--- config.mk ---
export PLATFORM = sky130hd
export DESIGN_NAME = fft32_reorder
export DESIGN_NICKNAME = d
export VERILOG_FILES = /design/src/rtl/fft32_reorder.sv
export SDC_FILE = /design/constraint.sdc
export NUM_CORES = 1
export LEC_CHECK = 0
export BUFFER_PORTS_ARGS = -buffer_cell sky130_fd_sc_hd__buf_2
export CAP_MARGIN = 20
export CORE_UTILIZATION = 50
export CTS_BUF_LIST = sky130_fd_sc_hd__clkbuf_8 sky130_fd_sc_hd__clkbuf_16
export DETAILED_ROUTE_END_ITERATION = 16
export GPL_TIMING_DRIVEN = 0
export MAX_ROUTING_LAYER = met4
export PLACE_DENSITY = 0.72
export SYNTH_ARGS = -nofsm -noshare
export SYNTH_HDL_FRONTEND = slang
export SYNTH_SLANG_ARGS = --single-unit
--- constraint.sdc ---
create_clock -name clk -period 7.5 [get_ports clk]
set_clock_uncertainty 0.1 [all_clocks]
set_input_delay 0.375 -clock clk [delete_from_list [all_inputs] [get_ports clk]]
set_output_delay 0.375 -clock clk [all_outputs]
set_load 0.02 [all_outputs]
--- src/rtl/fft32_reorder.sv ---
// Output reorder stage for the 32-point MDC FFT: takes bit-reversed frames and
// emits natural-order bursts using two ping-pong banks.
module fft32_reorder #(
  parameter int WIDTH = 9,
  parameter int N     = 32,
  parameter int LOG2N = 5
) (
  input  logic             clk,
  input  logic             rst,
  input  logic             di_en,
  input  logic [WIDTH-1:0] di_re,
  input  logic [WIDTH-1:0] di_im,
  output logic             do_en,
  output logic [WIDTH-1:0] do_re,
  output logic [WIDTH-1:0] do_im,
  output logic [LOG2N-1:0] do_idx,
  output logic             do_last
);

  typedef enum logic [0:0] {
    S_IDLE = 1'b0,
    S_READ = 1'b1
  } state_t;

  localparam logic [LOG2N-1:0] IDX_LAST = LOG2N'(N - 1);
  localparam logic [LOG2N-1:0] IDX_ONE  = LOG2N'(1);

  function automatic logic [LOG2N-1:0] bitrev(input logic [LOG2N-1:0] v);
    logic [LOG2N-1:0] r;
    for (int b = 0; b < LOG2N; b++) begin
      r[b] = v[LOG2N-1-b];
    end
    return r;
  endfunction

  logic [2*WIDTH-1:0] mem [0:2*N-1];
  logic [2*WIDTH-1:0] rd_data;

  logic [LOG2N-1:0] wr_idx_q, wr_idx_d;
  logic             wr_bank_q, wr_bank_d;
  logic             start_q, start_d;
  logic             done_bank_q, done_bank_d;
  state_t           state_q, state_d;
  logic [LOG2N-1:0] rd_idx_q, rd_idx_d;
  logic             rd_bank_q, rd_bank_d;
  logic             do_en_q, do_en_d;
  logic             do_last_q, do_last_d;
  logic [LOG2N-1:0] do_idx_q, do_idx_d;
  logic [WIDTH-1:0] do_re_q, do_re_d;
  logic [WIDTH-1:0] do_im_q, do_im_d;

  assign rd_data = mem[{rd_bank_q, rd_idx_q}];

  // Sample storage; bank is the address MSB, write address is bit-reversed.
  always_ff @(posedge clk) begin
    if (di_en && !rst) begin
      mem[{wr_bank_q, bitrev(wr_idx_q)}] <= {di_re, di_im};
    end
  end

  // Write-side counters and the frame-complete handoff to the read side.
  always_comb begin
    wr_idx_d    = wr_idx_q;
    wr_bank_d   = wr_bank_q;
    start_d     = 1'b0;
    done_bank_d = done_bank_q;
    if (di_en) begin
      wr_idx_d = wr_idx_q + IDX_ONE;
      if (wr_idx_q == IDX_LAST) begin
        wr_bank_d   = ~wr_bank_q;
        start_d     = 1'b1;
        done_bank_d = wr_bank_q;
      end else begin
        start_d = 1'b0;
      end
    end else begin
      wr_idx_d = wr_idx_q;
    end
  end

  // Readout FSM; a start arriving on the final index chains the next frame.
  always_comb begin
    state_d   = state_q;
    rd_idx_d  = rd_idx_q;
    rd_bank_d = rd_bank_q;
    do_en_d   = 1'b0;
    do_last_d = 1'b0;
    do_idx_d  = do_idx_q;
    do_re_d   = do_re_q;
    do_im_d   = do_im_q;
    case (state_q)
      S_IDLE: begin
        if (start_q) begin
          state_d   = S_READ;
          rd_idx_d  = '0;
          rd_bank_d = done_bank_q;
        end else begin
          state_d = S_IDLE;
        end
      end
      S_READ: begin
        do_en_d   = 1'b1;
        do_idx_d  = rd_idx_q;
        do_last_d = (rd_idx_q == IDX_LAST);
        do_re_d   = rd_data[2*WIDTH-1:WIDTH];
        do_im_d   = rd_data[WIDTH-1:0];
        rd_idx_d  = rd_idx_q + IDX_ONE;
        if (rd_idx_q == IDX_LAST) begin
          if (start_q) begin
            rd_bank_d = done_bank_q;
          end else begin
            state_d = S_IDLE;
          end
        end else begin
          state_d = S_READ;
        end
      end
      default: begin
        state_d = S_IDLE;
      end
    endcase
  end

  // State and output registers.
  always_ff @(posedge clk) begin
    if (rst) begin
      wr_idx_q    <= '0;
      wr_bank_q   <= 1'b0;
      start_q     <= 1'b0;
      done_bank_q <= 1'b0;
      state_q     <= S_IDLE;
      rd_idx_q    <= '0;
      rd_bank_q   <= 1'b0;
      do_en_q     <= 1'b0;
      do_last_q   <= 1'b0;
      do_idx_q    <= '0;
      do_re_q     <= '0;
      do_im_q     <= '0;
    end else begin
      wr_idx_q    <= wr_idx_d;
      wr_bank_q   <= wr_bank_d;
      start_q     <= start_d;
      done_bank_q <= done_bank_d;
      state_q     <= state_d;
      rd_idx_q    <= rd_idx_d;
      rd_bank_q   <= rd_bank_d;
      do_en_q     <= do_en_d;
      do_last_q   <= do_last_d;
      do_idx_q    <= do_idx_d;
      do_re_q     <= do_re_d;
      do_im_q     <= do_im_d;
    end
  end

  assign do_en   = do_en_q;
  assign do_last = do_last_q;
  assign do_idx  = do_idx_q;
  assign do_re   = do_re_q;
  assign do_im   = do_im_q;

endmodule

==> impl_metrics.json, run 1 <==
{
  "dieArea_um2": 93020,
  "clockBufferDepth": 3,
  "drive_above_1_share_pct": 25.45,
  "fmax_mhz": 262.9,
  "synth_top_area_share_pct": 75.36,
  "min_path_type": "input port to register",
  "p_sw_share_pct": 19.70,
  "grt_usage_pct": 26.57,
  "coreArea_um2": 90420,
  "clk_latency_ns": 0.69,
  "use_met2_pct": 41.27,
  "synth_edf_count": 1152,
  "synth_cell_types": 40,
  "synth_area_um2": 45900,
  "fp-row-count": 110,
  "clk_pin_slew_ns": 0.07,
  "max_slew_margin_pct": 21.64,
  "drt-initial-drc-count": 3389,
  "setup_viol": 0,
  "ir_worst_vdd_v": 0.0002434,
  "whs_ns": 0.04750,
  "syn_nets": 2398,
  "dp_hpwl_um": 80220,
  "power_switching_mw": 2.585,
  "syn2layout_area_growth_pct": 14.94,
  "criticalPathCategory": "register to register",
  "placed_area_um2": 49060,
  "ys_ff_latch": 1192,
  "cts_made_buffers": 112,
  "routedWlPerCell_um": 30.80,
  "critPathMaxFanout": 10,
  "num_vias": 24400,
  "hold_viol": 0,
  "grt_setup_unrepaired": "no",
  "synthArstFlopShare_pct": 0,
  "grtUsageMet3_pct": 5.083,
  "cts.sinks": 1192,
  "status": "finished, final reports clean",
  "leakagePower_nw": 16.46,
  "grt_pass1_wl_um": 170700,
  "h-tree-depth": 3,
  "finalNonFillerCells": 3883,
  "seq_area_frac_synth_pct": 77.11,
  "grt_remaining_overflow": 0,
  "synth.area.top_cells": "edfxtp_1 75%, mux4_2 7.1%, mux2_2 3.2%, mux2_1 2.1%, dfxtp_1 1.7%",
  "power_density_nw_per_um2": 248.7,
  "worstMarginPinSlew_ns": 1.165,
  "place_inst": 3669,
  "min_period_ns": 3.804,
  "dominantRegCellSynth": "edfxtp_1",
  "finalMaxSlewViolations": 0,
  "min_period_over_period_pct": 50.71,
  "start_kind": "register",
  "cp.required_ns": 7.95,
  "initial_core_util_pct": 50.76,
  "portBuffers": 44,
  "num-nets-final": 2637,
  "syn_area_per_cell_um2": 19.34,
  "first_pass_iters": 6,
  "detail-route-antenna-nets": 0,
  "fp.dieW_um": 305.0,
  "p_int_mw": 10.54,
  "syn_inst": 2373,
  "maxCapViolCount": 0,
  "io_pins": 46,
  "end_kind": "register",
  "ys.warnings.count": 0,
  "antenna_found_initial": 6,
  "drc_errors": 0,
  "die_y_um": 305.0,
  "clkPwrFrac_pct": 42.7,
  "design_area_um2": 52760,
  "cts.repair.resized": 0,
  "pwr-share-seq_pct": 55.7,
  "globalRoute.busiestLayer": "met2",
  "cts_tree": "done",
  "crit_arrival_ns": 4.25,
  "grt_max_degree": 65,
  "yosysTopAreaCell": "edfxtp_1",
  "combPwrFrac_pct": 1.6,
  "finalWirelength_um": 119600,
  "cts-root-buf": "clkbuf_16",
  "setup-tns-final_ns": 0,
  "gr-usage-met1_pct": 34.69,
  "via_per_inst": 6.283,
  "gp_congestion": 0.9610,
  "grt_pass1_vias": 24090
}
logic make-up after synthesis:
logic type / Yosys count / share of synthesized area, %
mux: 368 / 12.54
simple gates: 303 / 3.334
fa+ha+maj: 4 / 0.1090
compound gates: 350 / 5.239
flops: 1192 / 77.11
buf+inv: 150 / 1.559
xor+xnor: 6 / 0.1145
power by group through the flow:
stage	Clock, mW	Sequential (mW)	Combinational [mW]
after floorplan	0	7.45	0.0337
after global placement	0	7.46	0.174
after detailed placement	0	7.45	0.209
after CTS	5.63	7.31	0.210
after global routing	5.88	7.31	0.222
final	5.60	7.31	0.214
layout by cell type (no fill, tap or decap), types with 62 or more instances in the layout:
cell / count
o21ai_0: 70
buf_2: 89
nor3_1: 75
mux2_2: 132
mux4_2: 144
nor2b_1: 75
nor2_2: 62
mux2_1: 84
clkbuf_1: 76
a211oi_1: 72
edfxtp_1: 1152
clkbuf_16: 114
o22ai_1: 72
layer usage:
layer	vias to the layer above	share of wire, %
li1	10220	-
met1	12650	38
met2	1316	48
met3	217	9.6
met4	0	4.4
met5	-	0
synthesized netlist by cell type (40+ instances only):
cell / count
nor2_1: 87
buf_2: 47
mux4_2: 144
mux2_2: 132
clkbuf_1: 76
o21ai_0: 70
a211oi_1: 72
dfxtp_1: 40
o22ai_1: 72
nor2b_1: 75
mux2_1: 84
nor3_1: 77
edfxtp_1: 1152
layout make-up:
class	count	area, um^2
diodes	4	10.01
plain buffers	146	700.7
clock buffers	118	2908
clock inverters	87	713.2
fillers	6327	37660
inverters	4	15.01
multi-input cells	1031	9958
flip-flops and latches	1192	35390
well taps	1176	1471
repair buffers	125	1589
per-stage QoR:
| stage | setup WS (ns) | util, % | power (mW) |
|---|---|---|---|
| after CTS | 3.743 | 58.27 | 13.15 |
| final | 3.696 | 58.35 | 13.12 |
| after detailed placement | 3.773 | 54.25 | 7.661 |
| after floorplan | 4.583 | - | 7.486 |
| after global placement | 3.439 | 52.63 | 7.630 |
| after global routing | 3.817 | 58.34 | 13.40 |
worst paths after layout:
kind	startpoint	endpoint	cells past startpoint	slack (ns)
worst max-delay path	rd_idx_q[2]	do_re[0]	8	3.70
worst min-delay path	di_re[4]	mem[5][13]	1	0.05
worst max register to register	rd_idx_q[2]	do_re[0]	8	3.70
worst min register to register	done_bank_q	done_bank_q	2	0.38
worst max-delay path, cell delays in order (launching register included):
cell	delay, ns
dfxtp_1	0.32
buf_2	0.14
buf_2	0.51
clkbuf_1	0.89
buf_2	0.39
a211oi_1	0.10
o31ai_1	0.75
nor3_1	0.08
o221ai_1	0.36
registers in the layout, summed over array words and instances (netlist names), 5 cells and up:
name	cells
do_idx	5
do_re	9
wr_idx_q	5
mem	1152
rd_idx_q	5
do_im	9
repair_timing:
item / CTS / global route
hold endpoints to repair: 1 / 8
hold buffers: 1 / 1
buffers inserted: 0 / 0
No activity file was read; power rests on OpenSTA's default activity.
==> run 2: changes to the inputs <==
--- a/config.mk
+++ b/config.mk
@@ -12,7 +12,7 @@
 export DETAILED_ROUTE_END_ITERATION = 16
 export GPL_TIMING_DRIVEN = 0
 export MAX_ROUTING_LAYER = met4
-export PLACE_DENSITY = 0.72
+export PLACE_DENSITY = 0.75
 export SYNTH_ARGS = -nofsm -noshare
 export SYNTH_HDL_FRONTEND = slang
 export SYNTH_SLANG_ARGS = --single-unit
==> constraint.sdc (replaced) <==
create_clock -name clk -period 3.2 [get_ports clk]
set_clock_uncertainty 0.1 [all_clocks]
set_input_delay 0.16 -clock clk [delete_from_list [all_inputs] [get_ports clk]]
set_output_delay 0.16 -clock clk [all_outputs]
set_load 0.02 [all_outputs]
==> run 2 against run 1 <==
The run now ends with negative setup slack left; largest power group unchanged; critical endpoint is now do_im[6]; final cell count hardly changed; power is 130% higher; core utilization is 0.29 points higher; largest cell class unchanged; first-iteration DRC count is 8.7% lower.
==> impl_metrics.json, run 2 (synthesized netlist as in run 1, its figures left out) <==
{
  "rr_endpoint": "do_im[6]",
  "multiInputGateArea_um2": 10180,
  "num-nets-final": 2644,
  "cts-root-buf": "clkbuf_16",
  "layout_common_cells": "1,152 x edfxtp_1, 144 x mux4_2, 132 x mux2_2, 114 x clkbuf_16, 89 x buf_2",
  "routedWlPerCell_um": 30.59,
  "setup_viol": 4,
  "ff_latch_area_um2": 35390,
  "dieArea_um2": 93020,
  "dp_hpwl_um": 80590,
  "clk_pin_slew_ns": 0.07,
  "gp_congestion": 0.9299,
  "fp.dieW_um": 305.0,
  "holdPathEnd": "mem[26][9]",
  "fp-row-count": 110,
  "finalWirelength_um": 118700,
  "drt-initial-drc-count": 3095,
  "hold_path_depth": 1,
  "finalMaxSlewViolations": 0,
  "die_y_um": 305.0,
  "grt_remaining_overflow": 0,
  "power_density_nw_per_um2": 574.7,
  "first_pass_iters": 5,
  "failed_checks": "negative setup slack",
  "cts_made_buffers": 106,
  "critPathMaxFanout": 10,
  "grt_pass1_wl_um": 171200,
  "detail-route-antenna-nets": 0,
  "clk_latency_ns": 0.69,
  "r2r-start": "rd_idx_q[0]",
  "grt_pass1_vias": 24740,
  "final_common_cell": "edfxtp_1",
  "top_register": "mem",
  "wl_met1_um": 44670,
  "min_path_type": "input port to register",
  "grt_max_degree": 65,
  "portBuffers": 44,
  "criticalPathCategory": "register to register",
  "num_vias": 24780,
  "grt_setup_unrepaired": "yes",
  "grt_usage_pct": 26.42,
  "initial_core_util_pct": 50.76,
  "leakagePower_nw": 16.56,
  "cts_tree": "done",
  "post-cts-setup-buffers": 0,
  "clockBufferDepth": 3,
  "r2r_slack_ns": -0.02,
  "cp.required_ns": 3.71,
  "worstMarginPinSlew_ns": 1.188,
  "cts.sinks": 1192,
  "fin_ws_ns": -0.02434,
  "largest_register_ffs": 1152,
  "ir_worst_vdd_v": 0.0005157,
  "min_period_ns": 3.224,
  "placed_area_um2": 49030,
  "coreArea_um2": 90420,
  "end_kind": "register",
  "drive_above_1_share_pct": 27.06,
  "start_kind": "register",
  "syn2layout_area_growth_pct": 15.51,
  "crit_arrival_ns": 3.74,
  "drc_errors": 0,
  "whs_ns": 0.05806,
  "antenna_found_initial": 5,
  "io_pins": 46,
  "via_per_inst": 6.383,
  "topRoutingLayerUsed": "met4",
  "hold_viol": 0,
  "max_slew_margin_pct": 20.82,
  "nFillCells": 6224,
  "status": "finished, violations left",
  "dr_wl_met3_um": 11690,
  "h-tree-depth": 3,
  "wl_met2_um": 56170,
  "reg2regPathDepth": 7,
  "min_period_over_period_pct": 100.8,
  "fmax_mhz": 310.1,
  "maxCapViolCount": 0,
  "min_from": "di_re[0]",
  "design_area_um2": 53020
}
-- run 2: changes by cell type in the layout (fill, tap and decap cells not counted), moves of 5 or more --
cell / delta
clkbuf_2: +5
o31ai_2: +18
clkinvlp_4: +6
dlygate4sd3_1: +16
o31ai_1: -18
nor3_1: -20
clkinv_2: -9
clkbuf_1: -7
nor3_2: +19
-- run 2: worst max-delay path by stage --
stage | start | end | slack [ns] | cells after the start
2_1_floorplan | wr_idx_q[0] | mem[48][0] | 0.45 | 5
3_3_place_gp | rd_idx_q[2] | do_im[6] | -0.67 | 8
3_5_place_dp | rd_idx_q[2] | do_im[5] | -0.80 | 8
4_1_cts | rd_idx_q[2] | do_re[2] | 0.006 | 9
5_1_grt | rd_idx_q[2] | do_re[5] | -0.02 | 8
6_report | rd_idx_q[0] | do_im[6] | -0.02 | 7
-- run 2: worst max-delay path: stages, from the launching register on --
cell and delay [ns]:
dfxtp_1 0.35, buf_6 0.17, nand2b_1 0.69, clkbuf_1 0.47, o22ai_1 0.20, o31ai_2 0.75, nor3_2 0.19, o221ai_1 0.23
-- run 2: repair_timing --
action | CTS | global route
endpoints found under the hold margin | 295 | 32
hold buffers | 16 | 2
gates resized for setup | 45 | 8
setup endpoints to repair | 19 | 10
-- run 2: power breakdown --
group | total, mW | switching, mW | internal, mW
clock network | 12.8 | 5.62 | 7.20
logic | 0.521 | 0.414 | 0.107
registers | 17.1 | 0.00669 | 17.1
-- run 2: final cells by class --
type,count,area share [%]
Multi-Input combinational cell,1031,19.20
Tap cell,1176,2.775
Clock buffer,119,5.510
Inverter,4,0.02832
Sequential cell,1192,66.75
Buffer,144,1.336
Antenna cell,1,0.004720
Clock inverter,75,1.159
Timing Repair Buffer,140,3.233
-- run 2: per-stage QoR --
| stage | utilization (%) | total power [mW] | std cells | TNS, ns | setup slack, ns |
|---|---|---|---|---|---|
| after floorplan | - | 17.54 | 2373 | 0 | 0.4482 |
| after detailed placement | 54.23 | 17.95 | 3669 | -8.191 | -0.7986 |
| after global routing | 58.64 | 31.10 | 3882 | -0.04706 | -0.01914 |
| after global placement | 52.63 | 17.87 | 3593 | -126.72 | -0.6720 |
| after CTS | 58.53 | 30.51 | 3878 | 0 | 0.006248 |
| final | 58.64 | 30.47 | 3882 | -0.06099 | -0.02434 |
-- run 2: layer usage --
layer  GRT usage [%]  vias up
met2           40.49     1478
met5               -        -
met3           4.423      255
met1           34.50    12840
met4           12.99        0
li1                -    10200
